[config.mk]
export PLATFORM = sky130hd
export DESIGN_NAME = reg_wb_arbiter
export DESIGN_NICKNAME = d
export VERILOG_FILES = /design/src/rtl/reg_wb_arbiter.sv
export SDC_FILE = /design/constraint.sdc
export NUM_CORES = 1
export LEC_CHECK = 0
export ABC_AREA = 1
export CORE_UTILIZATION = 40
export CTS_CLUSTER_SIZE = 24
export DETAILED_ROUTE_END_ITERATION = 10
export DONT_BUFFER_PORTS = 1
export GPL_TIMING_DRIVEN = 0
export PLACE_DENSITY = 0.53
export SLEW_MARGIN = 10
export SYNTH_ARGS = -nofsm -noshare
export SYNTH_HDL_FRONTEND = slang
export SYNTH_SLANG_ARGS = --single-unit
[constraint.sdc]
create_clock -name CLK -period 1.6 [get_ports CLK]
set_input_delay 0.16 -clock CLK [delete_from_list [all_inputs] [get_ports CLK]]
set_output_delay 0.16 -clock CLK [all_outputs]
set_load 0.02 [all_outputs]
[src/rtl/reg_wb_arbiter.sv]
// rtl/reg_wb_arbiter.sv - register-file write-port arbiter for pipeline writeback and MUL/DIV results
//
// Ports:
//   CLK, RESET                 clock; synchronous active-low reset
//   WB_VALID/WB_RD/WB_DATA     pipeline writeback request (no backpressure except PIPE_STALL)
//   MD_VALID/MD_RD/MD_DATA     MUL/DIV result, held stable by the producer until MD_READY
//   MD_READY                   MUL/DIV result accepted this cycle (combinational)
//   ISSUE_VALID/ISSUE_RD       MUL/DIV issue, marks ISSUE_RD busy
//   BUSY_MASK                  outstanding MUL/DIV destinations (bit 0 always 0)
//   PIPE_STALL                 registered; pipeline holds its WB request while high
//   WRITE_EN/INADDRESS/IN      registered register-file write port
module reg_wb_arbiter #(
    parameter int STARVE_LIMIT = 4
) (
    input  logic        CLK,
    input  logic        RESET,
    input  logic        WB_VALID,
    input  logic [4:0]  WB_RD,
    input  logic [31:0] WB_DATA,
    input  logic        MD_VALID,
    input  logic [4:0]  MD_RD,
    input  logic [31:0] MD_DATA,
    output logic        MD_READY,
    input  logic        ISSUE_VALID,
    input  logic [4:0]  ISSUE_RD,
    output logic [31:0] BUSY_MASK,
    output logic        PIPE_STALL,
    output logic        WRITE_EN,
    output logic [4:0]  INADDRESS,
    output logic [31:0] IN
);
    typedef enum logic {ST_NORMAL = 1'b0, ST_FORCE_MD = 1'b1} state_t;

    localparam logic [3:0] STARVE_LAST = 4'(STARVE_LIMIT - 1);

    state_t      state;
    state_t      state_next;
    logic [3:0]  starve_cnt;
    logic [3:0]  starve_cnt_next;
    logic        stall_next;
    logic [31:0] busy_next;
    logic        md_hs;
    logic        wr_take;
    logic [4:0]  wr_rd;
    logic [31:0] wr_data;

    // State register plus the registered write port and scoreboard
    always_ff @(posedge CLK) begin
        if (!RESET) begin
            state      <= ST_NORMAL;
            starve_cnt <= 4'd0;
            PIPE_STALL <= 1'b0;
            WRITE_EN   <= 1'b0;
            INADDRESS  <= 5'd0;
            IN         <= 32'd0;
            BUSY_MASK  <= 32'd0;
        end else begin
            state      <= state_next;
            starve_cnt <= starve_cnt_next;
            PIPE_STALL <= stall_next;
            BUSY_MASK  <= busy_next;
            // x0 writes complete the handshake but never reach the file
            WRITE_EN   <= wr_take && (wr_rd != 5'd0);
            if (wr_take && (wr_rd != 5'd0)) begin
                INADDRESS <= wr_rd;
                IN        <= wr_data;
            end
        end
    end

    // Next-state logic: starvation counter, forced-MD entry/exit, scoreboard
    always_comb begin
        state_next      = state;
        starve_cnt_next = starve_cnt;
        stall_next      = PIPE_STALL;
        case (state)
            ST_NORMAL: begin
                if (md_hs) begin
                    starve_cnt_next = 4'd0;
                end else if (MD_VALID && WB_VALID) begin
                    if (starve_cnt == STARVE_LAST) begin
                        state_next      = ST_FORCE_MD;
                        stall_next      = 1'b1;
                        starve_cnt_next = 4'd0;
                    end else begin
                        starve_cnt_next = starve_cnt + 4'd1;
                    end
                end
            end
            ST_FORCE_MD: begin
                // Leaving only on a handshake: a dropped MD_VALID keeps the pipeline stalled
                if (md_hs) begin
                    state_next      = ST_NORMAL;
                    stall_next      = 1'b0;
                    starve_cnt_next = 4'd0;
                end
            end
            default: state_next = ST_NORMAL;
        endcase

        busy_next = BUSY_MASK;
        if (md_hs) begin
            busy_next[MD_RD] = 1'b0;
        end
        // Applied after the clear so a same-cycle reissue of that rd stays busy
        if (ISSUE_VALID && (ISSUE_RD != 5'd0)) begin
            busy_next[ISSUE_RD] = 1'b1;
        end
        busy_next[0] = 1'b0;
    end

    // Output logic: handshake and write-source selection
    always_comb begin
        MD_READY = 1'b0;
        wr_take  = 1'b0;
        wr_rd    = 5'd0;
        wr_data  = 32'd0;
        if (RESET) begin
            case (state)
                ST_NORMAL:   MD_READY = MD_VALID && !WB_VALID;
                ST_FORCE_MD: MD_READY = MD_VALID;
                default:     MD_READY = 1'b0;
            endcase
            if ((state == ST_NORMAL) && WB_VALID) begin
                wr_take = 1'b1;
                wr_rd   = WB_RD;
                wr_data = WB_DATA;
            end else if (MD_READY) begin
                wr_take = 1'b1;
                wr_rd   = MD_RD;
                wr_data = MD_DATA;
            end
        end
        md_hs = MD_READY;
    end
endmodule
==> results of run 1 <==
==> layout make-up <==
| cell class | instances | area share, % |
|---|---|---|
| inverters | 54 | 4.58 |
| well taps | 129 | 3.60 |
| multi-input cells | 435 | 46.1 |
| repair buffers | 15 | 3.69 |
| plain buffers | 31 | 4.64 |
| clock buffers | 10 | 2.85 |
| clock inverters | 6 | 0.922 |
| flip-flops and latches | 75 | 33.6 |
==> kinds of logic (layout without fill, tap and decap cells) <==
family	after synthesis	after routing	synth area share, %
flops	75	75	39.3
simple gates	362	363	40.4
xor+xnor	1	1	0.229
buf+inv	85	116	10.1
other cells	1	1	0.0981
fa+ha+maj	1	1	0.327
compound gates	69	69	9.50
==> through the flow <==
stage | std cells | util [%]
global placement | 723 | 43.1
global route | 755 | 48.5
floorplan | 594 | -
CTS | 741 | 45.2
finish | 755 | 48.5
detailed placement | 723 | 43.1
==> layer usage <==
layer	wire, µm	vias to the layer above	global-route usage, %
met5	0	-	0
met4	212	0	8.60
met3	960	19	6.61
met2	5230	137	34.4
met1	4800	1737	27.5
li1	-	1938	-
==> repair_timing <==
item | 4_1_cts | 5_1_grt
resized for setup | 2 | 56
endpoints found under the hold margin | 3 | 0
cloned | 0 | 7
setup buffers | 0 | 7
pin swaps | 0 | 15
hold buffers | 2 | 0
endpoints found under the setup margin | 48 | 56
==> where the power goes <==
part / leakage (nW) / switching, mW / internal, mW / total, mW
clock: 0.0787 / 0.762 / 0.563 / 1.32
combinational: 1.31 / 0.504 / 0.342 / 0.846
sequential: 0.615 / 0.225 / 1.99 / 2.21
==> worst max-delay path, cell delays in order (launching register included) <==
cell                       delay, ps
sky130_fd_sc_hd__dfxtp_4         370
sky130_fd_sc_hd__inv_4            60
sky130_fd_sc_hd__nand2_4          60
sky130_fd_sc_hd__buf_8           130
sky130_fd_sc_hd__buf_4           150
sky130_fd_sc_hd__a21boi_2        210
sky130_fd_sc_hd__inv_1           110
sky130_fd_sc_hd__or2_2           290
sky130_fd_sc_hd__a21oi_1         140
==> sequential cells by signal, indices dropped and copies added, names as in the netlist <==
register and cells:
state 1, PIPE_STALL 1, BUSY_MASK 31, INADDRESS 5
IN 32, WRITE_EN 1, starve_cnt 4
==> worst max-delay path by stage <==
stage / endpoint / slack (ps)
2_1_floorplan: BUSY_MASK[2]$_SDFF_PN0_ / 170
3_3_place_gp: BUSY_MASK[3]$_SDFF_PN0_ / -60
3_5_place_dp: BUSY_MASK[3]$_SDFF_PN0_ / -90
4_1_cts: IN[23]$_SDFFE_PN0P_ / -30
5_1_grt: IN[23]$_SDFFE_PN0P_ / -70
6_report: starve_cnt[0]$_SDFFE_PN0P_ / 20
==> synthesized netlist by cell type (all sizes together) (2+ instances only) <==
master	n	area share, %
nand2	177	18
nor2	86	9.3
nand3	80	11
dfxtp	75	39
inv	53	5.2
a21oi	34	4.5
o21ai	34	4.7
buf	19	3.6
nor3	14	1.8
clkbuf	12	1.2
or2	2	0.33
==> impl_metrics.env, run 1 <==
export IMPL_cts_tree="done"
export IMPL_whs_endpoint="IN[21]$_SDFFE_PN0P_"
export IMPL_dp_hpwl_um=7820
export IMPL_register_cell_area_after_layout_mm2=0.00151
export IMPL_holdCritStartpoint="WB_DATA[21]"
export IMPL_cp_data_required_time_ps=1890
export IMPL_ys_seq_elements=75
export IMPL_timing_clock_skew_ps=6.22
export IMPL_design_die_area_mm2=0.00995
export IMPL_antenna_diode_count=0
export IMPL_syn_num_nets=679
export IMPL_grt_antenna_before_repair=0
export IMPL_timing_worst_setup_path_type="flop to flop"
export IMPL_layout_setup_ws_ps=17.6
export IMPL_setup_violations_final=0
export IMPL_final_design_area_no_fill_mm2=0.00448
export IMPL_worst_setup_hold_path_clk_slew_ps=90
export IMPL_drt_first_iter_violations=194
export IMPL_fin_setup_tns_ps=0
export IMPL_pwr_density_cell_mw_per_mm2=978
export IMPL_vdd_drop_max_v=0.000451
export IMPL_cp_data_arrival_time_ps=1870
export IMPL_synth_async_sr_flop_share_pct=0
export IMPL_layout_cells_most_common_list="165 x sky130_fd_sc_hd__nand2_1, 82 x sky130_fd_sc_hd__nor2_1, 74 x sky130_fd_sc_hd__dfxtp_1"
export IMPL_globalRouteTotalUtil_pct=21.7
export IMPL_number_of_flops_mapped_to_enable_cells_by_yosys=0
export IMPL_yosysWarningCount=0
export IMPL_netlist_area_mm2=0.00382
export IMPL_numClockSinks=75
export IMPL_vias=3831
export IMPL_report_final_hold_viol_count=0
export IMPL_drt_total_wl_um=11200
export IMPL_cts_made_buffers=9
export IMPL_layout_min_cycle_time_ps=1580
export IMPL_final_hold_worst_slack_ps=22.4
export IMPL_placed_area_mm2=0.00398
export IMPL_number_of_optimization_iterations_in_the_first_detailed_route_pass=5
export IMPL_multi_input_gate_area_in_the_final_layout_mm2=0.00207
export IMPL_cts_root_buf="sky130_fd_sc_hd__clkbuf_8"
export IMPL_critPathMaxFanout=6
export IMPL_leakagePower_nw=2.00
export IMPL_worst_slew_pin_tran_ps=1160
export IMPL_place_port_buffers=0
export IMPL_crit_path_start="state$_SDFF_PN0_"
export IMPL_run_status="finished clean"
export IMPL_post_route_cells_drive_above_1_share_pct=14.2
export IMPL_end_kind="flop"
export IMPL_reg2reg_slack_ps=20
export IMPL_netlist_instances=594
export IMPL_fmax_mhz=632
export IMPL_placementRows=35
export IMPL_timing_final_crit_share_pct=98.9
export IMPL_nets=706
export IMPL_finalPower_mw=4.38
export IMPL_worst_setup_path_start_kind="flop"
export IMPL_syn_to_final_growth_pct=17.3
export IMPL_drt_antenna_violating_nets=0
export IMPL_worstReg2RegEnd="starve_cnt[0]$_SDFFE_PN0P_"
export IMPL_initial_utilization_pct=41.4
export IMPL_synth_avg_cell_area_um2=6.43
export IMPL_overflow=0
export IMPL_grt_start_max_net_pins=14
export IMPL_chipHeight_um=99.7
export IMPL_holdPathStages=4
export IMPL_maxCapViolCount=0
export IMPL_place_congestion=0.863
export IMPL_die_width_um=99.7
export IMPL_rsz0062_at_grt="true"
export IMPL_most_common_cell_after_layout_fill_and_taps_aside="sky130_fd_sc_hd__nand2_1"
export IMPL_place_ws_ps=-89.9
export IMPL_synth_ff_type="sky130_fd_sc_hd__dfxtp_1"
export IMPL_htree_num_levels=3
export IMPL_min_delay_path_class="input port to flop"
export IMPL_yosysSeqAreaShare_pct=39.3
export IMPL_final_max_slew_violation_count=0
export IMPL_avgViaCountPerCell=5.07
export IMPL_io_pins=156
export IMPL_buffer_depth_of_the_longest_clock_path=2
export IMPL_route_detailed_wl_per_inst_um=14.8
export IMPL_clock_insertion_delay_worst_skew_ps=360
export IMPL_worst_slew_margin_rel_pct=22.2
export IMPL_r2r_start="state$_SDFF_PN0_"
export IMPL_route_detailed_drc=0
export IMPL_grt_first_pass_wirelength_um=16600
export IMPL_synthDistinctLibCells=29
export IMPL_number_of_global_route_vias_before_repair=3230
export IMPL_fillCellCount=955
export IMPL_core_area_mm2=0.00924
export IMPL_r2r_worst_path_cells=8
Power figures use the tool's default switching activity.
==> inputs of run 2 (changes only) <==
--- a/config.mk
+++ b/config.mk
@@ -6,12 +6,15 @@
 export NUM_CORES = 1
 export LEC_CHECK = 0
 export ABC_AREA = 1
+export CAP_MARGIN = 30
+export CELL_PAD_IN_SITES_DETAIL_PLACEMENT = 1
+export CELL_PAD_IN_SITES_GLOBAL_PLACEMENT = 1
 export CORE_UTILIZATION = 40
 export CTS_CLUSTER_SIZE = 24
 export DETAILED_ROUTE_END_ITERATION = 10
 export DONT_BUFFER_PORTS = 1
 export GPL_TIMING_DRIVEN = 0
-export PLACE_DENSITY = 0.53
+export PLACE_DENSITY = 0.74
 export SLEW_MARGIN = 10
 export SYNTH_ARGS = -nofsm -noshare
 export SYNTH_HDL_FRONTEND = slang
==> impl_metrics.env, run 2 (same netlist as run 1, synthesis figures left out) <==
export IMPL_report_final_hold_viol_count=0
export IMPL_fmax_mhz=623
export IMPL_final_design_area_no_fill_mm2=0.00464
export IMPL_vdd_drop_max_v=0.000577
export IMPL_worst_setup_hold_path_clk_slew_ps=90
export IMPL_min_delay_path_class="input port to flop"
export IMPL_leakagePower_nw=2.09
export IMPL_setup_violations_final=1
export IMPL_worst_slew_pin_tran_ps=1010
export IMPL_htree_num_levels=3
export IMPL_number_of_optimization_iterations_in_the_first_detailed_route_pass=4
export IMPL_avgViaCountPerCell=5.21
export IMPL_placed_area_mm2=0.00399
export IMPL_post_route_cells_drive_above_1_share_pct=16.3
export IMPL_cts_root_buf="sky130_fd_sc_hd__clkbuf_8"
export IMPL_most_common_cell_after_layout_fill_and_taps_aside="sky130_fd_sc_hd__nand2_1"
export IMPL_placementRows=35
export IMPL_numClockSinks=75
export IMPL_die_width_um=99.7
export IMPL_layout_cells_most_common_list="163 x sky130_fd_sc_hd__nand2_1, 77 x sky130_fd_sc_hd__nor2_1, 74 x sky130_fd_sc_hd__dfxtp_1"
export IMPL_run_status="complete, but fails checks"
export IMPL_layout_setup_ws_ps=-4.56
export IMPL_place_port_buffers=0
export IMPL_end_kind="flop"
export IMPL_cts_tree="done"
export IMPL_syn_to_final_growth_pct=21.3
export IMPL_multi_input_gate_area_in_the_final_layout_mm2=0.00206
export IMPL_timing_final_crit_share_pct=100
export IMPL_worst_setup_path_start_kind="flop"
export IMPL_globalRouteTotalUtil_pct=24.0
export IMPL_finalPower_mw=4.80
export IMPL_timing_worst_setup_path_type="flop to flop"
export IMPL_maxCapViolCount=0
export IMPL_overflow=0
export IMPL_layout_min_cycle_time_ps=1600
export IMPL_drt_antenna_violating_nets=0
export IMPL_nets=717
export IMPL_io_pins=156
export IMPL_clock_insertion_delay_worst_skew_ps=350
export IMPL_cp_data_required_time_ps=1860
export IMPL_fillCellCount=1233
export IMPL_drt_total_wl_um=12400
export IMPL_largest_register_ff_count=32
export IMPL_largest_registers="IN: 32 flops, BUSY_MASK: 31 flops, INADDRESS: 5 flops"
export IMPL_vias=3990
export IMPL_dp_hpwl_um=8680
export IMPL_route_detailed_wl_per_inst_um=16.2
export IMPL_core_area_mm2=0.00924
export IMPL_place_congestion=0.768
export IMPL_timing_clock_skew_ps=9.59
export IMPL_grt_start_max_net_pins=13
export IMPL_buffer_depth_of_the_longest_clock_path=2
export IMPL_grt_first_pass_wirelength_um=18500
export IMPL_place_ws_ps=-192
export IMPL_largest_register="IN"
export IMPL_initial_utilization_pct=41.4
export IMPL_grt_antenna_before_repair=0
export IMPL_pwr_density_cell_mw_per_mm2=1030
export IMPL_failing_checks="setup timing"
export IMPL_final_max_slew_violation_count=0
export IMPL_design_die_area_mm2=0.00995
export IMPL_cp_data_arrival_time_ps=1870
export IMPL_number_of_global_route_vias_before_repair=3663
export IMPL_critPathMaxFanout=8
export IMPL_drt_first_iter_violations=83
export IMPL_rsz0062_at_grt="true"
export IMPL_route_detailed_drc=0
export IMPL_antenna_diode_count=0
export IMPL_cts_made_buffers=9
export IMPL_register_cell_area_after_layout_mm2=0.00151
export IMPL_worst_slew_margin_rel_pct=32.3
export IMPL_chipHeight_um=99.7
-- run 2: cell count changes in the layout (fill, tap and decap cells not counted), sizes merged --
cell / previous run / this run
buf: 30 / 42
bufinv: 0 / 2
clkbuf: 24 / 26
clkinvlp: 3 / 1
clkinv: 3 / 2
dlygate4sd3: 2 / 1
inv: 54 / 53
-- run 2: area by class of cell --
class | count | share of cell area (%)
Clock inverter | 4 | 1.57
Sequential cell | 75 | 32.5
Clock buffer | 12 | 3.35
Inverter | 54 | 4.48
Tap cell | 129 | 3.48
Timing Repair Buffer | 27 | 5.34
Buffer | 30 | 4.83
Multi-Input combinational cell | 435 | 44.5
-- run 2: path summary, 6_finish.rpt --
| path | start | cells past startpoint | to | slack, ps |
|---|---|---|---|---|
| max | state$_SDFF_PN0_ | 12 | IN[17]$_SDFFE_PN0P_ | -5 |
| min | ISSUE_RD[2] | 3 | BUSY_MASK[3]$_SDFF_PN0_ | 10 |
| max reg2reg | state$_SDFF_PN0_ | 12 | IN[17]$_SDFFE_PN0P_ | -5 |
| min reg2reg | starve_cnt[0]$_SDFFE_PN0P_ | 2 | starve_cnt[0]$_SDFFE_PN0P_ | 510 |
-- run 2: critical path: stages (launching register included) --
cell	delay (ps)
sky130_fd_sc_hd__dfxtp_4	380
sky130_fd_sc_hd__inv_4	70
sky130_fd_sc_hd__nand2_4	50
sky130_fd_sc_hd__buf_8	130
sky130_fd_sc_hd__nand3_2	60
sky130_fd_sc_hd__nand2_2	70
sky130_fd_sc_hd__nand2_4	80
sky130_fd_sc_hd__nand2_4	90
sky130_fd_sc_hd__nor2_8	220
sky130_fd_sc_hd__clkbuf_16	180
sky130_fd_sc_hd__nand3_1	70
sky130_fd_sc_hd__nand2_1	70
sky130_fd_sc_hd__nor2_1	40
-- run 2: timing repair --
action,in CTS,in global routing
pin swaps,2,6
hold endpoints to repair,1,0
cloned,2,6
resized for setup,17,55
setup endpoints to repair,48,54
buffers inserted,7,9
hold buffers,1,0
-- run 2: power by group --
part           internal, mW  leakage, nW  total (mW)  switching (mW)
Combinational         0.365         1.36       0.891           0.526
Clock                 0.962        0.113        1.70           0.733
Sequential             1.99        0.615        2.21           0.225
Total                  3.31         2.09        4.80            1.48
-- run 2: per-layer routing --
metal / vias up / global-route usage, % / wire length (µm)
li1: 1967 / - / -
met1: 1892 / 30.6 / 5400
met2: 118 / 38.6 / 5900
met3: 13 / 7.24 / 957
met4: 0 / 7.47 / 155
met5: - / 0 / 0
-- run 2: through the flow --
stage | utilization [%] | hold WS [ps] | TNS (ps) | std cells
final | 50.2 | 13.8 | -4.56 | 766
after global routing | 50.2 | 28.1 | -2160 | 766
after CTS | 46.8 | 1.51 | 0 | 750
after detailed placement | 43.2 | 382 | -3930 | 724
after global placement | 43.1 | 369 | -2200 | 723
after floorplan | - | 361 | 0 | 594
